--- config.mk ---
export PLATFORM = sky130hd
export DESIGN_NAME = muldiv_iter_unit_flat
export DESIGN_NICKNAME = d
export VERILOG_FILES = /design/src/rtl/muldiv_iter_unit_if.sv /design/src/rtl/muldiv_iter_unit.sv /design/src/flat_wrapper.sv
export SDC_FILE = /design/constraint.sdc
export NUM_CORES = 1
export LEC_CHECK = 0
export CORE_UTILIZATION = 65
export DETAILED_ROUTE_END_ITERATION = 6
export GPL_TIMING_DRIVEN = 0
export PLACE_DENSITY = 0.95
export SLEW_MARGIN = 20
export SYNTH_ARGS = -nofsm -noshare
export SYNTH_HDL_FRONTEND = slang
export SYNTH_SLANG_ARGS = --single-unit
--- constraint.sdc ---
create_clock -name Clk -period 18.3 [get_ports Clk]
set_input_delay 2.745 -clock Clk [delete_from_list [all_inputs] [get_ports Clk]]
set_output_delay 2.745 -clock Clk [all_outputs]
set_load 0.05 [all_outputs]
--- src/rtl/muldiv_iter_unit_if.sv ---
// Request/response bundle between the EX stage and the iterative mul/div unit.
// EX owns the master side; the unit itself is the slave.
interface muldiv_iter_unit_if #(
    parameter int WIDTH = 32
);
    logic                 start_i;
    logic                 annul_i;
    logic [2:0]           op_i;
    logic [WIDTH-1:0]     opdata1_i;
    logic [WIDTH-1:0]     opdata2_i;
    logic [2*WIDTH-1:0]   hilo_i;
    logic [2*WIDTH-1:0]   result_o;
    logic                 ready_o;
    logic                 busy_o;
    logic                 div_by_zero_o;
    logic                 stall_req_o;

    modport master (
        output start_i, annul_i, op_i, opdata1_i, opdata2_i, hilo_i,
        input  result_o, ready_o, busy_o, div_by_zero_o, stall_req_o
    );

    modport slave (
        input  start_i, annul_i, op_i, opdata1_i, opdata2_i, hilo_i,
        output result_o, ready_o, busy_o, div_by_zero_o, stall_req_o
    );
endinterface

--- src/rtl/muldiv_iter_unit.sv ---
// Iterative multiply / divide / multiply-accumulate unit for the EX stage.
// Operates on operand magnitudes; signs are restored in a single FIX cycle.
module muldiv_iter_unit #(
    parameter int WIDTH = 32,
    parameter int STEPS = 1
) (
    input  logic              Clk,
    input  logic              Rst_n,
    muldiv_iter_unit_if.slave bus
);
    localparam int N  = WIDTH / STEPS;
    localparam int CW = $clog2(N + 1);

    typedef enum logic [1:0] {IDLE, CALC, FIX, DONE} state_t;

    state_t               state;
    logic [CW-1:0]        cnt;
    logic [2:0]           op_q;
    logic [WIDTH-1:0]     a_q, b_q;
    logic                 sa_q, sb_q;
    logic [2*WIDTH-1:0]   hilo_q, p_q, p_nxt, res_q, fix_res, prod;
    logic [WIDTH-1:0]     quo, rem;
    logic [WIDTH:0]       tmp, diff, sum;
    logic                 ready_q, dbz_q;

    logic                 is_div, in_div, in_sa, in_sb;
    logic [WIDTH-1:0]     in_mag_a, in_mag_b;

    assign is_div   = (op_q[2:1] == 2'b01);
    assign in_div   = (bus.op_i[2:1] == 2'b01);
    assign in_sa    = bus.op_i[0] & bus.opdata1_i[WIDTH-1];
    assign in_sb    = bus.op_i[0] & bus.opdata2_i[WIDTH-1];
    assign in_mag_a = in_sa ? -bus.opdata1_i : bus.opdata1_i;
    assign in_mag_b = in_sb ? -bus.opdata2_i : bus.opdata2_i;

    // p_q is {upper, lower}: product accumulator for mul, {remainder, quotient} for div
    always_comb begin
        p_nxt = p_q;
        tmp   = '0;
        diff  = '0;
        sum   = '0;
        for (int s = 0; s < STEPS; s++) begin
            if (is_div) begin
                tmp  = {p_nxt[2*WIDTH-1:WIDTH], p_nxt[WIDTH-1]};
                diff = tmp - {1'b0, b_q};
                if (!diff[WIDTH]) p_nxt = {diff[WIDTH-1:0], p_nxt[WIDTH-2:0], 1'b1};
                else              p_nxt = {tmp[WIDTH-1:0],  p_nxt[WIDTH-2:0], 1'b0};
            end else begin
                sum   = {1'b0, p_nxt[2*WIDTH-1:WIDTH]} + {1'b0, a_q & {WIDTH{p_nxt[0]}}};
                p_nxt = {sum, p_nxt[WIDTH-1:1]};
            end
        end
    end

    always_comb begin
        prod    = (sa_q ^ sb_q) ? -p_q : p_q;
        quo     = (sa_q ^ sb_q) ? -p_q[WIDTH-1:0] : p_q[WIDTH-1:0];
        rem     = sa_q ? -p_q[2*WIDTH-1:WIDTH] : p_q[2*WIDTH-1:WIDTH];
        fix_res = prod;
        if (is_div)       fix_res = {rem, quo};
        else if (op_q[2]) fix_res = op_q[1] ? hilo_q - prod : hilo_q + prod;
    end

    always_ff @(posedge Clk or negedge Rst_n) begin
        if (!Rst_n) begin
            state   <= IDLE;
            cnt     <= '0;
            op_q    <= '0;
            a_q     <= '0;
            b_q     <= '0;
            sa_q    <= 1'b0;
            sb_q    <= 1'b0;
            hilo_q  <= '0;
            p_q     <= '0;
            res_q   <= '0;
            ready_q <= 1'b0;
            dbz_q   <= 1'b0;
        end else if (bus.annul_i) begin
            state   <= IDLE;
            ready_q <= 1'b0;
            dbz_q   <= 1'b0;
        end else begin
            case (state)
                IDLE: if (bus.start_i) begin
                    op_q   <= bus.op_i;
                    a_q    <= in_mag_a;
                    b_q    <= in_mag_b;
                    sa_q   <= in_sa;
                    sb_q   <= in_sb;
                    hilo_q <= bus.hilo_i;
                    p_q    <= {{WIDTH{1'b0}}, in_div ? in_mag_a : in_mag_b};
                    cnt    <= '0;
                    if (in_div && bus.opdata2_i == '0) begin
                        state   <= DONE;
                        res_q   <= '0;
                        ready_q <= 1'b1;
                        dbz_q   <= 1'b1;
                    end else begin
                        state <= CALC;
                    end
                end
                CALC: if (!bus.start_i) begin
                    state <= IDLE;
                end else begin
                    p_q <= p_nxt;
                    cnt <= cnt + 1'b1;
                    if (cnt == CW'(N - 1)) state <= FIX;
                end
                FIX: if (!bus.start_i) begin
                    state <= IDLE;
                end else begin
                    res_q   <= fix_res;
                    ready_q <= 1'b1;
                    state   <= DONE;
                end
                DONE: if (!bus.start_i) begin
                    state   <= IDLE;
                    ready_q <= 1'b0;
                    dbz_q   <= 1'b0;
                end
                default: state <= IDLE;
            endcase
        end
    end

    assign bus.result_o      = res_q;
    assign bus.ready_o       = ready_q;
    assign bus.busy_o        = (state != IDLE);
    assign bus.div_by_zero_o = dbz_q;
    assign bus.stall_req_o   = bus.start_i & ~ready_q;
endmodule
--- src/flat_wrapper.sv ---
// flat-port wrapper written by rule: the top's interface ports become plain ports
module muldiv_iter_unit_flat 
#(
    parameter int WIDTH = 32,
    parameter int STEPS = 1
)
  (Clk, Rst_n, bus_start_i, bus_annul_i, bus_op_i, bus_opdata1_i, bus_opdata2_i, bus_hilo_i, bus_result_o, bus_ready_o, bus_busy_o, bus_div_by_zero_o, bus_stall_req_o);
  muldiv_iter_unit_if #(.WIDTH(WIDTH)) bus_i ();
  input  logic Clk;
  input  logic Rst_n;
  input wire logic [$bits(bus_i.start_i)-1:0] bus_start_i;
  input wire logic [$bits(bus_i.annul_i)-1:0] bus_annul_i;
  input wire logic [$bits(bus_i.op_i)-1:0] bus_op_i;
  input wire logic [$bits(bus_i.opdata1_i)-1:0] bus_opdata1_i;
  input wire logic [$bits(bus_i.opdata2_i)-1:0] bus_opdata2_i;
  input wire logic [$bits(bus_i.hilo_i)-1:0] bus_hilo_i;
  output wire logic [$bits(bus_i.result_o)-1:0] bus_result_o;
  output wire logic [$bits(bus_i.ready_o)-1:0] bus_ready_o;
  output wire logic [$bits(bus_i.busy_o)-1:0] bus_busy_o;
  output wire logic [$bits(bus_i.div_by_zero_o)-1:0] bus_div_by_zero_o;
  output wire logic [$bits(bus_i.stall_req_o)-1:0] bus_stall_req_o;
  assign bus_i.start_i = bus_start_i;
  assign bus_i.annul_i = bus_annul_i;
  assign bus_i.op_i = bus_op_i;
  assign bus_i.opdata1_i = bus_opdata1_i;
  assign bus_i.opdata2_i = bus_opdata2_i;
  assign bus_i.hilo_i = bus_hilo_i;
  assign bus_result_o = bus_i.result_o;
  assign bus_ready_o = bus_i.ready_o;
  assign bus_busy_o = bus_i.busy_o;
  assign bus_div_by_zero_o = bus_i.div_by_zero_o;
  assign bus_stall_req_o = bus_i.stall_req_o;
  muldiv_iter_unit #(.WIDTH(WIDTH), .STEPS(STEPS)) u_core (.Clk(Clk), .Rst_n(Rst_n), .bus(bus_i));
endmodule
==> summary.md <==
| Metric | Value |
|---|---|
| Setup_tns | 0 ns |
| Crit-path max cell delay | 0.47 ns |
| PortBufs | 202 |
| Maxcap violations | 0 |
| Skew-Pair Late Insertion Delay | 0.62 ns |
| Die X | 195 um |
| CP Capture Type | flop |
| Count leader, synth | nand2_1 |
| Met2 usage | 71.7% |
| Crit path DAT | 8.47 ns |
| Met3 GRT Util | 9.33% |
| N_diodes | 0 |
| CP max stage cell | dfrtp_1 |
| Post-CTS sizing | 0 |
| DIE AREA | 0.0382 mm2 |
| Endpoints failing setup | 0 |
| Startpoint Class | flop |
| Remaining routing DRC violations | 0 |
| Initial antenna violation count | 2 |
| Top_reg_cell synth | dfrtp_1 |
| DR iter-0 viols | 3,363 |
| H-tree Lvls | 1 |
| Post-synth top area share | 27.8% |
| Final hold vios | 0 |
| Post-CTS setup buffer count | 0 |
| Vias in the first global route | 25,500 |
| Mean Syn Cell Area | 7.59 um2 |
| Leak | 12.3 nW |
| Standard-cell rows | 70 |
| Die height | 195 um |
| Post-synthesis instance total | 3,207 |
| Post-synth cell types | 91 |
| Global-route wire length before repair | 141,000 um |
| Minimum period implied by the final worst setup slack | 8.01 ns |
| Outcome | completed |
| WP data required | 18.76 ns |
| Peak VDD IR | 0.0846 mV |
| Sequential share of the synthesized area | 27.8% |
| TritonCTS clock tree | yes |
| Worst Tran Pin Value | 1.04 ns |
| Final Slew Violations | 0 |
| Pwr Density | 131 mW/mm2 |
| GR Util All Layers | 47.3% |
| Critical-path maximum fanout | 10 |
| GR peak layer | met2 |
| Yosys warns | 0 |
| Initial DRT Pass Iterations | 6 |
| Routed vias/inst | 6.70 |
| Share of cells above drive strength 1 | 3.86% |
| Yosys top cell by area | dfrtp_1 |
| Tcrit/Tclk final | 43.8% |
| Area grow syn2layout | 15.3% |
| EDFF count, synth | 0 |
| CTS root buf | clkbuf_16 |
| Worst path most repeated cell | o21ai_0 |
| Vias | 26,400 |
| Post-route setup slack | 10.29 ns |
| Relative slew slack | 28.7% |
| Asr flop ratio synth | 100% |
| Core area | 0.0367 mm2 |
| Clock Skew | 0.0369 ns |
| Worst-path clk slew | 0.06 ns |
| Fillcell total | 2,774 |
| Max clock buf depth | 3 |
| Largest net degree at the start of global routing | 103 |
| Post-Syn Nets | 3,478 |
| Hold_buf cts | 0 |
| # nets final | 3,715 |
| Global route overflow | 0 |
| Total CTS buffers | 31 |
| Met1 usage | 60.1% |
| Antenna-violating nets left | 0 |
| F_max | 0.125 GHz |
| CTS Sinks | 270 |
| Routed wire per std cell | 23.2 um |
| Area contributors post-synth | dfrtp_1, nand2_1, ha_1 |
| Commonest cells in the netlist | nand2_1, o21ai_0, dfrtp_1, a21oi_1, nor2_1 |
| Setup WS pre-CTS | 10.67 ns |
| Mapped Area | 0.0243 mm2 |
| RSZ-0062 raised after global routing | no |
| IO Pins | 203 |
| Hold Crit Class | reg2reg |
| Initial Util | 66.3% |
| Post-synthesis register bit count | 270 |
| Overall power | 3.66 mW |
| GPL Wtd Cong | 1.06 |
| DP Wirelength | 69,900 um |
| Total wire length | 91,400 um |
| Worst Setup Path Type | reg2reg |
==> layer usage <==
metal / vias to the layer above / wire length (um) / part of all wire (%)
met1: 12200 / 34200 / 37
met3: 439 / 10800 / 12
li1: 11800 / - / -
met2: 1894 / 38900 / 43
met5: - / 12 / 0.013
met4: 2 / 7500 / 8.2
==> state kept, by name (all words and copies together), names as in the netlist, 2 cells and up <==
name	cells
u_core.cnt	6
u_core.a_q	32
u_core.op_q	2
u_core.p_q	64
u_core.hilo_q	64
u_core.bus.result_o	64
u_core.state	2
u_core.b_q	32
==> worst max-delay path, delay by kind of cell, from the launching register on <==
family,cells,cell delay (ns)
adders and majority gates,2,0.62
DFF,1,0.47
xor gates and xnor gates,3,0.74
and+or+nand+nor,6,1.65
buffers and inverters,4,1.13
AOI/OAI and AO/OA,13,3.25
==> report_power, final <==
part / total, mW / switching [mW] / internal, mW / leakage, nW
sequential: 0.799 / 0.0996 / 0.700 / 3.49
combinational: 2.21 / 1.41 / 0.795 / 8.25
clock: 0.660 / 0.280 / 0.380 / 0.520
==> through the flow <==
| step | instance area (um2) | cells | hold slack, ns | util (%) |
|---|---|---|---|---|
| 5_1_grt | 28100 | 3937 | 0.505 | 76.5 |
| 6_report | 28100 | 3937 | 0.477 | 76.5 |
| 3_5_place_dp | 27000 | 3879 | 0.464 | 73.6 |
| 4_1_cts | 28100 | 3937 | 0.480 | 76.5 |
| 2_1_floorplan | 24300 | 3207 | 0.442 | - |
| 3_3_place_gp | 26900 | 3877 | 0.454 | 73.4 |
==> placed cells by master, fill, tap and decap left out, drive strengths merged, types with 133 or more instances in the layout <==
cell type      instances
xor2                 147
dfrtp                270
a21oi                251
xnor2                179
o21ai                305
ha                   133
clkbuf               204
nor2                 194
nand2                629
clkdlybuf4s50        201
==> kinds of logic (layout without fill, tap and decap cells) <==
kind of cell    Yosys count  count (layout)  share of synthesized area, %
buf+inv                 282             544                          4.57
simple gates           1196            1196                          22.9
mux                      37              37                          1.54
compound gates          960             960                          24.3
fa+ha+maj               136             136                          7.09
xor+xnor                326             326                          11.9
flops                   270             270                          27.8
==> final timing paths <==
path,from,end,slack [ns],depth (start not counted)
worst min register to register,u_core.a_q[22]$_DFFE_PN0P_,u_core.a_q[22]$_DFFE_PN0P_,0.48,2
worst max-delay path,u_core.p_q[0]$_DFFE_PN0P_,u_core.bus.result_o[60]$_DFFE_PN0P_,10.29,28
worst max register to register,u_core.p_q[0]$_DFFE_PN0P_,u_core.bus.result_o[60]$_DFFE_PN0P_,10.29,28
max in group asynchronous,Rst_n,u_core.a_q[20]$_DFFE_PN0P_,14.84,3
worst min-delay path,u_core.a_q[22]$_DFFE_PN0P_,u_core.a_q[22]$_DFFE_PN0P_,0.48,2
min in group asynchronous,Rst_n,u_core.hilo_q[12]$_DFFE_PN0P_,2.10,1
==> final cells by class <==
| type | count | area, um2 | area share, % |
|---|---|---|---|
| buffer | 201 | 807 | 2.88 |
| clock buffer | 42 | 877 | 3.13 |
| clock inverter | 16 | 185 | 0.660 |
| multi-input combinational | 2655 | 16500 | 58.7 |
| timing repair buffer | 204 | 2080 | 7.42 |
| tap | 468 | 586 | 2.09 |
| sequential | 270 | 6760 | 24.1 |
| inverter | 81 | 304 | 1.08 |
No activity file was read; power rests on OpenSTA's default activity.
